===== src/rtl/lock_access_controller_if.sv =====
// Handshake bundle between the combination lock and its access controller.
// master drives the lock-side status inputs; slave is the controller itself.
interface lock_access_controller_if;
    logic       unlocked;
    logic       fail;
    logic       relock;
    logic       key_enable;
    logic       lock_clear;
    logic       alarm;
    logic [1:0] state;
    logic [1:0] fail_count;

    modport master (
        output unlocked, fail, relock,
        input  key_enable, lock_clear, alarm, state, fail_count
    );

    modport slave (
        input  unlocked, fail, relock,
        output key_enable, lock_clear, alarm, state, fail_count
    );
endinterface


===== src/rtl/lock_access_controller.sv =====
// Access controller for a combination lock: gates keys, times the open window,
// and enforces a lockout after repeated failures. Optional macro: ALARM_LATCH_EN.
module lock_access_controller #(
    parameter int unsigned MAX_FAILS      = 3,
    parameter int unsigned LOCKOUT_CYCLES = 16,
    parameter int unsigned OPEN_CYCLES    = 8
) (
    input  logic                     clk_i,
    input  logic                     reset_i,
    lock_access_controller_if.slave  bus_if
);

    localparam int unsigned TimerW = 8;
    localparam int unsigned CountW = 2;

    localparam logic [TimerW-1:0] OpenLoad    = TimerW'(OPEN_CYCLES - 1);
    localparam logic [TimerW-1:0] LockoutLoad = TimerW'(LOCKOUT_CYCLES - 1);
    localparam logic [CountW-1:0] FailLast    = CountW'(MAX_FAILS - 1);

    typedef enum logic [1:0] {
        ST_ARMED   = 2'b00,
        ST_OPEN    = 2'b01,
        ST_RELOCK  = 2'b10,
        ST_LOCKOUT = 2'b11
    } state_e;

    state_e              state_q,      state_d;
    logic [CountW-1:0]   fail_count_q, fail_count_d;
    logic [TimerW-1:0]   timer_q,      timer_d;

    // Next-state logic; the timer is only loaded on entry and stops at zero.
    always_comb begin
        state_d      = state_q;
        fail_count_d = fail_count_q;
        timer_d      = timer_q;
        unique case (state_q)
            ST_ARMED: begin
                if (bus_if.unlocked) begin
                    state_d      = ST_OPEN;
                    fail_count_d = '0;
                    timer_d      = OpenLoad;
                end else if (bus_if.fail) begin
                    if (fail_count_q == FailLast) begin
                        state_d      = ST_LOCKOUT;
                        fail_count_d = '0;
                        timer_d      = LockoutLoad;
                    end else begin
                        fail_count_d = fail_count_q + CountW'(1);
                    end
                end
            end
            ST_OPEN: begin
                if (bus_if.relock || (timer_q == '0)) begin
                    state_d = ST_RELOCK;
                end else begin
                    timer_d = timer_q - TimerW'(1);
                end
            end
            ST_RELOCK: begin
                state_d = ST_ARMED;
            end
            ST_LOCKOUT: begin
                if (timer_q == '0) begin
                    state_d = ST_ARMED;
                end else begin
                    timer_d = timer_q - TimerW'(1);
                end
            end
            default: begin
                state_d = ST_ARMED;
            end
        endcase
    end

    always_ff @(posedge clk_i) begin
        if (reset_i) begin
            state_q      <= ST_ARMED;
            fail_count_q <= '0;
            timer_q      <= '0;
        end else begin
            state_q      <= state_d;
            fail_count_q <= fail_count_d;
            timer_q      <= timer_d;
        end
    end

`ifdef ALARM_LATCH_EN
    logic alarm_q;

    // Sticky alarm: raised entering lockout, dropped only when the lock is opened.
    always_ff @(posedge clk_i) begin
        if (reset_i) begin
            alarm_q <= 1'b0;
        end else if ((state_q != ST_LOCKOUT) && (state_d == ST_LOCKOUT)) begin
            alarm_q <= 1'b1;
        end else if ((state_q == ST_ARMED) && (state_d == ST_OPEN)) begin
            alarm_q <= 1'b0;
        end
    end

    assign bus_if.alarm = alarm_q;
`else
    assign bus_if.alarm = (state_q == ST_LOCKOUT);
`endif

    assign bus_if.key_enable = (state_q == ST_ARMED);
    assign bus_if.lock_clear = (state_q == ST_RELOCK) || (state_q == ST_LOCKOUT);
    assign bus_if.state      = state_q;
    assign bus_if.fail_count = fail_count_q;

endmodule


===== src/flat_wrapper.sv =====
// flat-port wrapper written by rule: the top's interface ports become plain ports
module lock_access_controller_flat 
#(
    parameter int unsigned MAX_FAILS      = 3,
    parameter int unsigned LOCKOUT_CYCLES = 16,
    parameter int unsigned OPEN_CYCLES    = 8
)
  (clk_i, reset_i, bus_if_unlocked, bus_if_fail, bus_if_relock, bus_if_key_enable, bus_if_lock_clear, bus_if_alarm, bus_if_state, bus_if_fail_count);
  lock_access_controller_if bus_if_i ();
  input  logic clk_i;
  input  logic reset_i;
  input wire logic [$bits(bus_if_i.unlocked)-1:0] bus_if_unlocked;
  input wire logic [$bits(bus_if_i.fail)-1:0] bus_if_fail;
  input wire logic [$bits(bus_if_i.relock)-1:0] bus_if_relock;
  output wire logic [$bits(bus_if_i.key_enable)-1:0] bus_if_key_enable;
  output wire logic [$bits(bus_if_i.lock_clear)-1:0] bus_if_lock_clear;
  output wire logic [$bits(bus_if_i.alarm)-1:0] bus_if_alarm;
  output wire logic [$bits(bus_if_i.state)-1:0] bus_if_state;
  output wire logic [$bits(bus_if_i.fail_count)-1:0] bus_if_fail_count;
  assign bus_if_i.unlocked = bus_if_unlocked;
  assign bus_if_i.fail = bus_if_fail;
  assign bus_if_i.relock = bus_if_relock;
  assign bus_if_key_enable = bus_if_i.key_enable;
  assign bus_if_lock_clear = bus_if_i.lock_clear;
  assign bus_if_alarm = bus_if_i.alarm;
  assign bus_if_state = bus_if_i.state;
  assign bus_if_fail_count = bus_if_i.fail_count;
  lock_access_controller #(.MAX_FAILS(MAX_FAILS), .LOCKOUT_CYCLES(LOCKOUT_CYCLES), .OPEN_CYCLES(OPEN_CYCLES)) u_core (.clk_i(clk_i), .reset_i(reset_i), .bus_if(bus_if_i));
endmodule

===== config.mk =====
export PLATFORM = sky130hd
export DESIGN_NAME = lock_access_controller_flat
export DESIGN_NICKNAME = d
export VERILOG_FILES = /design/src/rtl/lock_access_controller_if.sv /design/src/rtl/lock_access_controller.sv /design/src/flat_wrapper.sv
export SDC_FILE = /design/constraint.sdc
export NUM_CORES = 1
export LEC_CHECK = 0
export CAP_MARGIN = 10
export CORE_MARGIN = 1
export CORE_UTILIZATION = 48
export CTS_BUF_LIST = sky130_fd_sc_hd__clkbuf_16
export CTS_CLUSTER_DIAMETER = 40
export DETAILED_ROUTE_END_ITERATION = 8
export PLACE_DENSITY_LB_ADDON = 0.05
export SLEW_MARGIN = 20
export SYNTH_ARGS = -nofsm -noshare
export SYNTH_HDL_FRONTEND = slang
export SYNTH_SLANG_ARGS = --single-unit

===== constraint.sdc =====
create_clock -name clk_i -period 1.9 [get_ports clk_i]
set_input_delay 0.57 -clock clk_i [delete_from_list [all_inputs] [get_ports clk_i]]
set_output_delay 0.57 -clock clk_i [all_outputs]
set_load 0.005 [all_outputs]

# Yosys cells after proc, flatten, opt, wreduce, memory -nomap -nowiden

Cells that the tools add are included.
Widths: inputs -> output; s select.

Output and inout port bits: 7
Logic and storage cells: 39
Register bits: 12
Bits of input ports: 5

Eq/ne operators: 10
Reductions and logical operators: 9
$add $sub $neg: 2
Multiplexer cells: 15

Operator list:

| cell                | count |
|---|---|
| $mux 8              | 5 |
| $pmux 8 s3          | 1 |
| $mux 2              | 8 |
| $logic_not 8->1     | 1 |
| $pmux 2 s4          | 1 |
| $sub 8x1->8 const B | 1 |
| $eq 2x2->1 const B  | 3 |
| $reduce_and 5->1    | 1 |
| $ne 2x1->1 const B  | 2 |
| $ne 2x2->1 const B  | 2 |
| $reduce_and 4->1    | 1 |
| $ne 3x2->1 const B  | 1 |
| $ne 3x3->1 const B  | 1 |
| $reduce_bool 3->1   | 1 |
| $add 2x1->2 const B | 1 |
| $eq 2x1->1 const B  | 1 |
| $logic_not 2->1     | 1 |
| $logic_or 1x1->1    | 2 |
| $reduce_and 2->1    | 1 |
| $reduce_bool 2->1   | 1 |

# Logic depth before layout (Yosys ltp)

Gate-level depths: netlist of the first run.

Depth after elaboration: 5
Mapped depth: 6
Gate-level depth less buffers: 6

# Least setup slack after synthesis of the first run

No wires, ideal clock.

Kind: input to register
Start point: in bus_if_relock
End point: reg u_core.timer_q[4]
Setup time: 0.074 ns
Buffers on the path: 0
Data arrival time: 1.699 ns
Setup slack: 0.127 ns
Stages on the path: 4
Data required time: 1.826 ns
Cells stage by stage: nor2b_1 -> a311o_1 -> or4_1 -> a31oi_1

Longest elaborated chain between the ends: 3

Ends and longest elaborated chain:

| what                              | RTL line                     | text |
|---|---|---|
| start, declared                   | flat_wrapper.sv:14           | `input wire logic [$bits(bus_if_i.relock)-1:0] bus_if_relock;` |
| $logic_or 1x1->1                  | lock_access_controller.sv:53 | `if (bus_if.relock \|\| (timer_q == '0)) begin` |
| $ne 2x2->1 (no source line)       | --                           |  |
| $reduce_and 5->1 (no source line) | --                           |  |
| end signal, assigned              | lock_access_controller.sv:83 | `timer_q <= timer_d;` |
| end, declared                     | lock_access_controller.sv:29 | `logic [TimerW-1:0] timer_q, timer_d;` |

Every way passes these cells.
A chain may end at the register's enable or synchronous reset.

# Worst setup path in the final report of the first run

Start point: reg u_core.state_q[0] (netlist: u_core.bus_if.state[0])
End point: out bus_if_key_enable

Longest elaborated chain between the ends: 1

Ends and longest elaborated chain:

| what                   | RTL line                      | text |
|---|---|---|
| start, declared        | lock_access_controller.sv:27  | `state_e state_q, state_d;` |
| start signal, assigned | lock_access_controller.sv:81  | `state_q <= state_d;` |
| $logic_not 2->1        | lock_access_controller.sv:106 | `assign bus_if.key_enable = (state_q == ST_ARMED);` |
| end, declared          | flat_wrapper.sv:15            | `output wire logic [$bits(bus_if_i.key_enable)-1:0] bus_if_key_enable;` |

Every way passes these cells.

==> impl_results.rst, run 1 <==
.. list-table::
   :header-rows: 1

   * - Metric
     - Value
   * - CTS clock-pin slew for the worst setup and hold paths
     - ~40 ps
   * - DP HPWL
     - 1218 um
   * - Number of distinct standard cells referenced by the synthesized netlist
     - 36
   * - CP Data Required Time
     - between 1000 and 1500 ps
   * - Vias in the first global route
     - 580
   * - Layout cell share with drive strength beyond 1
     - roughly a fifth
   * - Peak ir drop on the vdd network
     - ~0.56 mV
   * - Share of flip-flops with an asynchronous set or reset
     - 0%
   * - Class of the most critical hold timing path
     - reg -> reg
   * - Beginning of the worst register-to-register path
     - u_core.timer_q[0]
   * - First-pass GRT wire length
     - around 2600 um
   * - Residual antenna-violating net count after detailed routing
     - 0
   * - Proportion of netlist area held by the largest area contributor
     - about a third
   * - Number of filler cells placed in the layout
     - slightly above 90
   * - Overflow after GRT
     - 0
   * - Cells taking the most area after synthesis
     - sky130_fd_sc_hd__dfxtp_1, sky130_fd_sc_hd__a31oi_1, sky130_fd_sc_hd__nor3_1
   * - Global router's overall resource usage
     - around a quarter
   * - Die Width
     - roughly 40 um
   * - Worst r2r dst
     - u_core.timer_q[4]
   * - Clock insertion delay at the later pin of the skew report
     - roughly 240 ps
   * - Power density cells
     - 911.0 nW/um^2
   * - Endpoint kind of the worst setup timing path
     - primary output
   * - R2r worst-path depth
     - 5
   * - Placeable Area
     - 1318 sq um
   * - Worst Hold Slack
     - roughly 530 ps
   * - Hold buffer count at CTS
     - 0
   * - R2r setup slk
     - roughly 150 ps
   * - Upper clock frequency limit
     - approximately 540 MHz
   * - Clock Root Buffer
     - sky130_fd_sc_hd__clkbuf_16
   * - Power after layout
     - slightly below 900 uW
   * - Via count normalized by instance count
     - between 6 and 7
   * - Synthesized area per cell
     - between 8 and 9 sq um
   * - Count of state elements after synthesis
     - 12
   * - Post-layout net count
     - 110
   * - Min-Delay Startpoint
     - u_core.timer_q[0]
   * - Starting density of the core
     - between 50% and 60%
   * - Sum of met3 wire segment lengths after detailed routing
     - 72 um
   * - Number of buffers inserted by port buffering
     - 11
   * - Die area
     - 1594 sq um
   * - Warning count from the yosys run
     - 0
   * - Reported max-cap violation count
     - 0
   * - Max-slew violation count
     - 0
   * - Cell count after synthesis
     - 82
   * - H-tree depth
     - 1
   * - Static leakage power
     - about 0.00039 uW
   * - Placed instance count
     - 112
   * - Synth Net Count
     - 89
   * - Time the final worst path needs with I/O delays and setup
     - about 1900 ps
   * - Routability-driven placement congestion ratio
     - roughly 0.74
   * - Number of buffers created by CTS
     - 3
   * - Synthesized cell area
     - 690.7 sq um
   * - Final Hold Fails
     - 0
   * - Floorplan row count
     - 13
   * - Highest routed metal layer
     - met4
   * - Clock tree from TritonCTS
     - yes
   * - Critical path type
     - reg -> out
   * - Run status
     - complete, no violations
   * - Most common library cells after synthesis
     - sky130_fd_sc_hd__dfxtp_1, sky130_fd_sc_hd__a31oi_1, sky130_fd_sc_hd__nor2_1
   * - Wire length per cell
     - approximately 16 um
   * - 1st-pass router iterations
     - 5
   * - Count leader, synth
     - sky130_fd_sc_hd__dfxtp_1
   * - Pin count of the biggest net entering global routing
     - 10
   * - Number of clock sinks
     - 12
   * - Initial antenna violation count
     - 0
   * - Total negative slack
     - 0 ps
   * - Arrival @ worst endpoint
     - between 1000 and 1500 ps
   * - Count of flip-flops with a built-in enable after synthesis
     - 0
   * - Startpoint type of the worst setup path
     - flip-flop
   * - Hold Crit Endpoint
     - u_core.timer_q[0]
   * - Detailed router's first-iteration violation count
     - 16
   * - Number of setup violations in the final report
     - 0
   * - Biggest area consumer among synthesized cells
     - sky130_fd_sc_hd__dfxtp_1
   * - Via Count
     - approximately 730
   * - Hold Path Cell Cnt
     - 1
   * - Synthesis-to-finish area growth
     - 40.04%
   * - Antenna diode instance count
     - 0
   * - Fin crit share
     - about 98%
   * - Total wire length after detailed routing
     - 1827 um
   * - Peak fanout along the critical path
     - 6
   * - RSZ-0062 raised after global routing
     - yes
   * - Post-Route Utilization
     - around three quarters
   * - Post-synthesis sequential area ratio
     - a little over a third
   * - Final instance count without filler cells
     - roughly 120
   * - Top flip-flop cell by instance count after synthesis
     - sky130_fd_sc_hd__dfxtp_1
   * - DRC viols
     - 0
   * - Slew at the pin closest to its max-slew limit
     - 405.2 ps
   * - Boundary Pins
     - 12
   * - Die Span Y
     - 39.93 um
   * - Wire length on met1
     - roughly 800 um
   * - Relative slew slack
     - between 70% and 80%
   * - Met2 layer wire length in the routed design
     - approximately 900 um
   * - Worst setup skew after layout
     - 1.758 ps
   * - Max clock buf depth
     - 2
## per-stage QoR
stage,setup WS [ps],cell area (sq um)
6_report,31.41,967.2
5_1_grt,-0.2345,967.2
4_1_cts,-0.9792,943.4
3_5_place_dp,-325.8,863.3
3_3_place_gp,-295.2,863.3
2_1_floorplan,126.5,690.7
## repair_timing
| action | 4_1_cts | 5_1_grt |
|---|---|---|
| setup endpoints to repair | 5 | 7 |
| pin swaps | 3 | 2 |
| gates resized for setup | 3 | 5 |
| setup buffers | 0 | 1 |
## kinds of logic after synthesis
kind of cell / count (synthesis) / synth area share (%)
AND/OR/NAND/NOR: 38 / 32.97
AO/OA/AOI/OAI: 21 / 22.64
flip-flops: 12 / 34.78
buffers and inverters: 8 / 4.528
adder cells (fa/ha/maj): 2 / 3.623
multiplexers: 1 / 1.449
## where the power goes
part | internal (uW) | total, uW | leakage (uW) | switching (uW)
Clock | 274 | 383 | 0.0000370 | 109
Combinational | 98.6 | 202 | 0.000253 | 103
Sequential | 271 | 296 | 0.0000993 | 25.2
## per-layer routing
metal,vias to the layer above,track usage (%)
met5,-,0
met4,0,17.24
met3,6,7.222
met2,22,38.71
met1,348,31.29
li1,358,-
## critical path, cell delays in order, from the launching register on
cell                              delay (ps)
sky130_fd_sc_hd__dfxtp_2                 350
sky130_fd_sc_hd__nor2_2                  180
sky130_fd_sc_hd__clkdlybuf4s50_1         520
## placed cells by master, fill, tap and decap left out, types with 2 or more instances in the layout
cell | netlist | layout
sky130_fd_sc_hd__nand3_1 | 4 | 4
sky130_fd_sc_hd__nor3_1 | 6 | 6
sky130_fd_sc_hd__a21oi_1 | 2 | 2
sky130_fd_sc_hd__nor3b_1 | 2 | 2
sky130_fd_sc_hd__nor2_1 | 7 | 6
sky130_fd_sc_hd__nand2_1 | 4 | 4
sky130_fd_sc_hd__buf_4 | 0 | 9
sky130_fd_sc_hd__ha_1 | 2 | 2
sky130_fd_sc_hd__clkdlybuf4s50_1 | 0 | 10
sky130_fd_sc_hd__a311oi_1 | 2 | 2
sky130_fd_sc_hd__inv_1 | 3 | 3
sky130_fd_sc_hd__and3_1 | 2 | 2
sky130_fd_sc_hd__clkbuf_16 | 0 | 3
sky130_fd_sc_hd__dfxtp_1 | 12 | 10
sky130_fd_sc_hd__a31oi_1 | 7 | 7
sky130_fd_sc_hd__a211oi_1 | 2 | 2
## worst max-delay path by stage
| stage | startpoint | to | slack (ps) | cells after the start |
|---|---|---|---|---|
| floorplan | bus_if_relock | u_core.timer_q[4] | 130 | 4 |
| global placement | bus_if_relock | u_core.timer_q[4] | -300 | 5 |
| detailed placement | bus_if_relock | u_core.timer_q[4] | -330 | 5 |
| CTS | bus_if_relock | u_core.timer_q[4] | -1 | 5 |
| global route | u_core.bus_if.state[0] | bus_if_key_enable | -0.2 | 2 |
| finish | u_core.bus_if.state[0] | bus_if_key_enable | 30 | 2 |
## cell type report
class                           count  area [sq um]  share of cell area [%]
Timing Repair Buffer               20         180.2                   18.63
Sequential cell                    12         245.2                   25.36
Multi-Input combinational cell     62         432.9                   44.76
Clock buffer                        3         75.07                   7.762
Inverter                            4         15.01                   1.552
Tap cell                           15         18.77                   1.940
## flip-flops by register name (all words and copies together) (netlist names)
register                  flops
u_core.bus_if.state           2
u_core.bus_if.fail_count      2
u_core.timer_q                8
No activity file was read; power rests on OpenSTA's default activity.
==> run 2: changes to the inputs <==
CELL_PAD_IN_SITES_DETAIL_PLACEMENT = 1   (was not set)
CELL_PAD_IN_SITES_GLOBAL_PLACEMENT = 1   (was not set)
CORE_UTILIZATION = 37   (was 48)
==> run 2 against run 1 <==
Effect of this change:
- non-clock buffer count up 1
- maximum frequency grew 0.57%
- core utilization shrank 17 points
- flip-flop and latch count did not move
- die area rose by 28%
- critical path type unchanged
- highest routed layer unchanged
- clock skew down 1.1 ps
- sequential share of layout area is 0.51 points lower
- via count down 1.2%
- worst hold slack better by 10 ps
- critical endpoint is now bus_if_state[0]
==> impl_results.rst, run 2 (synthesis gave the netlist of run 1 again) <==
.. list-table::
   :header-rows: 1

   * - Metric
     - Value
   * - Die Width
     - 45.21 um
   * - RSZ-0062 raised after global routing
     - yes
   * - Run status
     - complete, no violations
   * - Critical path type
     - reg -> out
   * - Arrival @ worst endpoint
     - 1290 ps
   * - Min-Delay Startpoint
     - u_core.timer_q[0]
   * - Residual antenna-violating net count after detailed routing
     - 0
   * - Clock tree from TritonCTS
     - yes
   * - Slew at the pin closest to its max-slew limit
     - a little under 400 ps
   * - Peak fanout along the critical path
     - 9
   * - Hold Path Cell Cnt
     - 1
   * - Pre-CTS setup slack
     - -314.7 ps
   * - Routability-driven placement congestion ratio
     - 0.7502
   * - Power density cells
     - 898.6 nW/um^2
   * - Total negative slack
     - 0 ps
   * - Via Count
     - 725
   * - Antenna diode instance count
     - 0
   * - Wire length per cell
     - 16.32 um
   * - Detailed router's first-iteration violation count
     - 6
   * - Endpoint kind of the worst setup timing path
     - primary output
   * - Die Span Y
     - 45.21 um
   * - Post-layout net count
     - ~110
   * - Starting density of the core
     - between 30% and 40%
   * - Synthesis-to-finish area growth
     - 42.93%
   * - Clock insertion delay at the later pin of the skew report
     - between 200 and 250 ps
   * - Global router's overall resource usage
     - about a quarter
   * - H-tree depth
     - 1
   * - Static leakage power
     - about 0.0004 uW
   * - R2r worst-path depth
     - 5
   * - Worst Hold Slack
     - roughly 540 ps
   * - Startpoint type of the worst setup path
     - flip-flop
   * - Layout cell share with drive strength beyond 1
     - between 15 and 20%
   * - Reported max-cap violation count
     - 0
   * - Number of buffers inserted by port buffering
     - 11
   * - First-pass GRT wire length
     - ~3400 um
   * - Total wire length after detailed routing
     - between 2000 and 2500 um
   * - Beginning of the worst register-to-register path
     - u_core.timer_q[6]
   * - Time the final worst path needs with I/O delays and setup
     - 1858 ps
   * - Fin crit share
     - 97.79%
   * - Register ranked first by flip-flop count
     - u_core.timer_q
   * - Boundary Pins
     - 12
   * - Max-slew violation count
     - 0
   * - Pin count of the biggest net entering global routing
     - 10
   * - Start point of the critical path
     - u_core.bus_if.state[0]
   * - Number of setup violations in the final report
     - 0
   * - Relative slew slack
     - around 74%
   * - Number of buffers created by CTS
     - 3
   * - Via count normalized by instance count
     - 5.709
   * - 1st-pass router iterations
     - 4
   * - CTS clock-pin slew for the worst setup and hold paths
     - approximately 40 ps
   * - Class of the most critical hold timing path
     - reg -> reg
   * - Upper clock frequency limit
     - around 540 MHz
   * - Initial antenna violation count
     - 0
   * - Clock Root Buffer
     - sky130_fd_sc_hd__clkbuf_16
   * - Placeable Area
     - 1745 sq um
   * - Overflow after GRT
     - 0
   * - Final Hold Fails
     - 0
   * - Die area
     - roughly 2000 sq um
   * - Floorplan row count
     - 15
   * - Worst-case setup margin in the final layout
     - ~42 ps
   * - Max clock buf depth
     - 2
   * - Peak ir drop on the vdd network
     - 0.6727 mV
   * - Vias in the first global route
     - between 700 and 800
   * - CP Data Required Time
     - around 1300 ps
   * - Flip-flop count of the largest register, all copies and words added
     - 8
   * - DRC viols
     - 0
   * - Number of clock sinks
     - 12
   * - Post-Route Utilization
     - between 50% and 60%
   * - Commonest non-fill, non-tap cells in the layout
     - sky130_fd_sc_hd__clkdlybuf4s50_1, sky130_fd_sc_hd__dfxtp_1, sky130_fd_sc_hd__buf_4
   * - Worst setup skew after layout
     - between 0.6 and 0.7 ps
   * - DP HPWL
     - between 1500 and 2000 um
==> run 2: changes by cell type in the layout (fill, tap and decap cells not counted) <==
| cell | delta |
|---|---|
| sky130_fd_sc_hd__buf_6 | +1 |
| sky130_fd_sc_hd__nor2_2 | -1 |
| sky130_fd_sc_hd__nor2_4 | +1 |
| sky130_fd_sc_hd__nor2b_2 | +1 |
| sky130_fd_sc_hd__nor2b_4 | -1 |
| sky130_fd_sc_hd__or4_1 | +1 |
| sky130_fd_sc_hd__or4_4 | -1 |
==> run 2: timing repair <==
action | 4_1_cts | 5_1_grt
gates resized for setup | 3 | 5
hold buffers | 0 | 0
setup endpoints to repair | 5 | 8
pin swaps | 1 | 3
setup buffers | 1 | 0
==> run 2: worst paths after layout <==
| kind | slack, ps | to |
|---|---|---|
| worst min-delay path | 540 | u_core.timer_q[0] |
| worst max-delay path | 40 | bus_if_state[0] |
| worst max register to register | 170 | u_core.timer_q[1] |
| worst min register to register | 540 | u_core.timer_q[0] |
==> run 2: final cells by class <==
| type | instances | area (sq um) |
|---|---|---|
| Inverter | 4 | 15.01 |
| Clock buffer | 3 | 75.07 |
| Fill cell | 214 | 758.2 |
| Multi-Input combinational cell | 62 | 429.2 |
| Tap cell | 25 | 31.28 |
| Timing Repair Buffer | 21 | 191.4 |
| Sequential cell | 12 | 245.2 |
==> run 2: metrics by stage <==
| step | cells | area, sq um | total power [uW] |
|---|---|---|---|
| floorplan | 82 | 690.7 | 413.7 |
| global placement | 123 | 883.3 | 493.5 |
| detailed placement | 123 | 883.3 | 499.5 |
| CTS | 127 | 970.9 | 894.9 |
| global route | 127 | 987.2 | 931.4 |
| finish | 127 | 987.2 | 887.1 |
==> run 2: per-layer routing <==
layer,global-route usage [%],vias up,routed length [um]
met5,0,-,0
met4,9.091,0,34
met3,6.000,5,54
met2,39.42,10,1039
met1,29.85,353,944
li1,-,357,-
==> run 2: worst max-delay path, cell delays in order, from the launching register on <==
cell and delay (ps):
sky130_fd_sc_hd__dfxtp_2 390, sky130_fd_sc_hd__buf_6 160, sky130_fd_sc_hd__clkdlybuf4s50_1 500
==> run 2: power breakdown <==
part	total (uW)	leakage, uW	internal, uW	switching, uW
Sequential	295	0.0000993	271	23.9
Clock	381	0.0000370	274	107
Combinational	211	0.000255	102	109
Total	887	0.000391	647	240
